===== src/rtl/adder_subtractor_4bit.sv =====
// adder_subtractor_4bit: registered ripple-carry adder/subtractor with valid handshake
// Ports:
//   clk       rising-edge clock
//   rst_n     asynchronous active-low reset
//   a, b      unsigned operands
//   cin       0 = add, 1 = subtract (also the stage-0 carry-in)
//   in_valid  capture a/b/cin this cycle
//   s, c0     registered result and carry-out / not-borrow
//   out_valid s/c0 hold a new result this cycle
//   ovf       signed overflow, present only when ADDSUB_OVF_EN is defined
module adder_subtractor_4bit #(
  parameter int WIDTH = 4
) (
  input  logic             clk,
  input  logic             rst_n,
  input  logic [WIDTH-1:0] a,
  input  logic [WIDTH-1:0] b,
  input  logic             cin,
  input  logic             in_valid,
  output logic [WIDTH-1:0] s,
  output logic             c0,
`ifdef ADDSUB_OVF_EN
  output logic             ovf,
`endif
  output logic             out_valid
);
  logic [WIDTH:0]   c;
  logic [WIDTH-1:0] bx, sum, s_q, s_d;
  logic             c0_q, c0_d, v_q, v_d;
  assign bx   = b ^ {WIDTH{cin}};
  assign c[0] = cin;
  for (genvar i = 0; i < WIDTH; i++) begin : g_fa
    assign sum[i]   = a[i] ^ bx[i] ^ c[i];
    assign c[i+1]   = (a[i] & bx[i]) | (c[i] & (a[i] ^ bx[i]));
  end
  always_comb begin
    s_d  = in_valid ? sum : s_q;
    c0_d = in_valid ? c[WIDTH] : c0_q;
    v_d  = in_valid;
  end
  always_ff @(posedge clk or negedge rst_n) begin
    if (!rst_n) begin
      s_q  <= '0;
      c0_q <= 1'b0;
      v_q  <= 1'b0;
    end else begin
      s_q  <= s_d;
      c0_q <= c0_d;
      v_q  <= v_d;
    end
  end
  assign s         = s_q;
  assign c0        = c0_q;
  assign out_valid = v_q;
`ifdef ADDSUB_OVF_EN
  // Signed overflow: carry into the MSB differs from carry out of it.
  logic ovf_q, ovf_d;
  always_comb ovf_d = in_valid ? (c[WIDTH-1] ^ c[WIDTH]) : ovf_q;
  always_ff @(posedge clk or negedge rst_n) begin
    if (!rst_n) ovf_q <= 1'b0;
    else        ovf_q <= ovf_d;
  end
  assign ovf = ovf_q;
`endif
endmodule


===== config.mk =====
export PLATFORM = sky130hd
export DESIGN_NAME = adder_subtractor_4bit
export DESIGN_NICKNAME = d
export VERILOG_FILES = /design/src/rtl/adder_subtractor_4bit.sv
export SDC_FILE = /design/constraint.sdc
export NUM_CORES = 1
export LEC_CHECK = 0
export ABC_AREA = 1
export CAP_MARGIN = 20
export CELL_PAD_IN_SITES_DETAIL_PLACEMENT = 2
export CELL_PAD_IN_SITES_GLOBAL_PLACEMENT = 2
export CORE_MARGIN = 4
export CORE_UTILIZATION = 21
export DETAILED_ROUTE_END_ITERATION = 10
export PLACE_DENSITY = 0.76
export SYNTH_ARGS = -nofsm -noshare
export SYNTH_HDL_FRONTEND = slang
export SYNTH_SLANG_ARGS = --single-unit

===== constraint.sdc =====
create_clock -name clk -period 1.2 [get_ports clk]
set_input_delay 0.12 -clock clk [delete_from_list [all_inputs] [get_ports clk]]
set_output_delay 0.12 -clock clk [all_outputs]
set_load 0.01 [all_outputs]

---- Word-level counts from Yosys, hierarchy flattened ----
Cells that the tools add are included.
cells by class
  divide/modulo/power cells ............... 0
  reduce and logical (&&, ||, !) cells .... 0
  equal/unequal tests ..................... 0
  muxes and demuxes ....................... 0
  $add $sub $neg .......................... 0
  bitwise gates (word level) .............. 21
  magnitude comparators ................... 0
  shift-type cells ........................ 0
  $mul .................................... 0
operators with widths
  kind       number
  AND 1 bit  8
  XOR 1 bit  8
  OR 1 bit   4
  XOR 4 bit  1
storage, ports and cells
  RAM bits ................................ 0
  latch bits .............................. 0
  logic and storage cells ................. 24
  memories ................................ 0
  bits in registers ....................... 6
  ROM bits ................................ 0

---- Longest topological paths before layout ----
  word-level depth ........................ 10
  depth in mapped cells ................... 10

---- Worst setup path after synthesis ----
OpenSTA, ideal clock, no wires.
  kind .................................... input-to-reg
  start point ............................. input cin
  end point ............................... register s_q[3], in the netlist s[3]
  arrival time ............................ 1.436 ns
  library setup time ...................... 0.117 ns
  slack ................................... -0.353 ns
  path buffers ............................ 0
  stages on the path ...................... 8
  cell sequence ........................... xor2_1 > fa_1 > inv_1 > fa_1 > inv_1 > fa_1 > nand2_1 > nand2_1
between the ends
  cells in the longest elaborated chain, start to end .. 9
  elaborated cells on any way between the ends .. 15
  those cells by class .................... bitwise: 15
ends and longest elaborated chain
  item                  RTL line  RTL
  start, declared       18        input logic cin,
  XOR 4 bit             30        assign bx = b ^ {WIDTH{cin}};
  XOR 1 bit             34        assign c[i+1] = (a[i] & bx[i]) | (c[i] & (a[i] ^ bx[i]));
  AND 1 bit             34
  OR 1 bit              34
  AND 1 bit             34
  OR 1 bit              34
  AND 1 bit             34
  OR 1 bit              34
  XOR 1 bit *           33        assign sum[i] = a[i] ^ bx[i] ^ c[i];
  via sum[3]            28        logic [WIDTH-1:0] bx, sum, s_q, s_d;
  end signal, assigned  43        s_q <= '0;
  end signal, assigned  47        s_q <= s_d;
  end, declared         28
Mark *: on every way through the listed nets, which the timed path passes. The rest lies on a longest branch.
A chain may end at the register's enable or synchronous reset.

---- Worst setup path in the final report ----
Ends and elaborated chain as after synthesis.

==> summary.txt <==
Floorplan
  – Io pins: 18
  – Die area: 0.00230 mm^2
  – Row Count: 14
  – Initial core utilization: 22.3%
  – Die span in x: 48.0 um
  – Core Region: 0.00151 mm^2
  – Die height: 48.0 um

Drt
  – Final wirelength: 869 um
  – DR WL/cell: 11.3 um
  – Residual DRC count: 0
  – ANT nets after route: 0
  – Drt initial violations: 1
  – Vias/cell: 4.21
  – Vias: 324
  – Drt pass-1 iters: 2

Place
  – Placed cell areas: 548 um^2
  – IO buf count: 17
  – Placer congestion estimate: 0.672
  – Setup Slack @ Placement: -0.996 ns
  – DP HPWL: 687 um

STA
  – Final setup viols: 3
  – Fin Clk Skew: 0 ns
  – RSZ-0062 raised after global routing: true
  – Slew Viols, Final: 0
  – Final period util: 127%
  – Worst-Margin Slew: 0.267 ns
  – Worst hold margin: 0.111 ns
  – Final TNS setup: -0.609 ns
  – Setup WS post-layout: -0.321 ns
  – Fmax: 657 MHz
  – Min Tclk post-route: 1.52 ns
  – Relative slew slack: 82.2%
  – Final hold vios: 0

Clock tree
  – Hold bufs inserted after CTS: 0
  – Clk slew on worst S/H paths: 0.04 ns
  – Clock sinks: 6
  – H-tree Lvls: 1
  – CTS Buffer Depth: 2
  – CTS tree: built
  – Total CTS buffers: 3
  – Clock root cell: clkbuf_4
  – Worst-Skew Late Latency: 0.25 ns

Setup path
  – Nature of the critical path endpoint: register
  – R2R setup slack: 0.58 ns
  – Type of origin of the critical path: primary input
  – R2R cell count: 2
  – Worst-path fanout max: 3
  – WS Path Type: in2reg
  – Arr. time, crit path: 1.66 ns
  – Data required, critical path: 1.34 ns

Power and ir drop
  – Maximum VDD drop: 268 uV
  – P_sw: 187 uW
  – Clock share of power: 28.5%
  – Comb power frac: 32.8%
  – Lkg Pwr: 0.306 nW
  – Cell-internal power: 463 uW
  – Sequential fraction of design power: 38.7%
  – Power per Cell Area: 1120 mW/mm^2
  – Sw Ratio: 28.8%

Global route
  – First-pass GRT wire length: 1470 um
  – Gr busiest metal: met2
  – GR Util met2: 15.8%
  – Met3 global-route usage: 2.26%
  – Initial antenna violation count: 0
  – GR Layer Usage met1: 10.1%
  – Vias in the first global route: 365
  – GRT Residual Overflow: 0
  – Pin count of the biggest net entering global routing: 7
  – GRT Overall Usage: 9.57%

Yosys
  – Syn Inst Count: 36
  – Syn Std Cell Area: 335 um^2
  – Sequential fraction of the synthesis area: 44.8%
  – Syn Area/Cell: 9.31 um^2
  – Ys Warns: 0
  – #FFs+latches synth: 6
  – Post-synthesis net count: 51
  – Synth cell types: 8

Finish
  – ANT cells: 0
  – Fraction of layout cells with a size suffix above 1: 31.1%
  – Commonest cells after routing, fill and taps aside: nand2_1 (15), dlygate4sd2_1 (7), dfrtp_1 (6), clkdlybuf4s50_1 (6), buf_4 (5)
  – Synth-to-Final Area Change: 73.9%
  – Fin area: 583 um^2
  – Most common cell after layout, fill and taps aside: nand2_1
  – Nets: 78
  – Fillers: 180

Run
  – Total of max-cap violations: 0

Hold path
  – Min-Delay Path Class: in2async

Status
  – Status: finished with violations
  – Failing checks: setup timing
[power by group through the flow]
stage | sequential, mW | combinational (mW) | clock [mW]
6_report | 0.252 | 0.213 | 0.185
5_1_grt | 0.255 | 0.248 | 0.207
4_1_cts | 0.252 | 0.215 | 0.193
3_5_place_dp | 0.256 | 0.227 | 0
3_3_place_gp | 0.254 | 0.222 | 0
2_1_floorplan | 0.271 | 0.0724 | 0
[cell type report]
class / count / area (um^2) / area share [%]
timing repair buffer: 22 / 198 / 33.9
multi-input combinational: 24 / 170 / 29.2
sequential: 6 / 150 / 25.8
clock buffer: 3 / 22.5 / 3.86
inverter: 6 / 22.5 / 3.86
tap: 16 / 20.0 / 3.43
[critical path: stages]
cell and delay [ns]:
buf_6 0.10, o21a_1 0.20, fa_2 0.38, inv_2 0.06
fa_2 0.18, inv_2 0.04, fa_1 0.44, nand2_1 0.08
nand2_1 0.05
[worst paths after layout]
check | startpoint | end
setup reg to reg | s[2] | s[2]
hold / removal | rst_n | out_valid
max in group asynchronous | rst_n | s[0]
hold reg to reg | s[0] | s[0]
setup / recovery | cin | s[3]
min in group clk | a[0] | s[0]
[synth_stat cells]
library cell | number | share of area [%]
fa_1 | 3 | 18
o21ai_2 | 1 | 2.6
xnor2_1 | 1 | 2.6
xor2_1 | 2 | 5.2
nand2_1 | 16 | 18
dfrtp_1 | 6 | 45
inv_1 | 6 | 6.7
o21a_1 | 1 | 2.2
[routing by layer]
layer / vias to the layer above / part of all wire (%)
met2: 13 / 52
li1: 156 / -
met4: 0 / 2.9
met3: 3 / 7.6
met5: - / 0
met1: 152 / 37
[metrics by stage]
| stage | util, % | instances | power [mW] |
|---|---|---|---|
| after floorplan | - | 36 | 0.344 |
| after CTS | 38.0 | 76 | 0.661 |
| after global routing | 38.7 | 77 | 0.710 |
| final | 38.7 | 77 | 0.650 |
| after detailed placement | 36.4 | 72 | 0.483 |
| after global placement | 36.4 | 72 | 0.476 |
[kinds of logic (layout without fill, tap and decap cells)]
group | count (synthesis) | after routing | synth area share, %
flops | 6 | 6 | 44.8
xor+xnor | 3 | 3 | 7.84
buf+inv | 6 | 31 | 6.72
simple gates | 16 | 16 | 17.9
fa+ha+maj | 3 | 3 | 17.9
compound gates | 2 | 2 | 4.85
[flip-flops by register name, indices dropped and copies added, names as in the netlist]
signal / count
c0: 1
s: 4
out_valid: 1
[what timing repair did]
action / in CTS / in global routing
setup endpoints to repair: 10 / 3
gates resized for setup: 32 / 1
buffers inserted: 1 / 1
pin swaps: 8 / 6
Power figures use the tool's default switching activity.
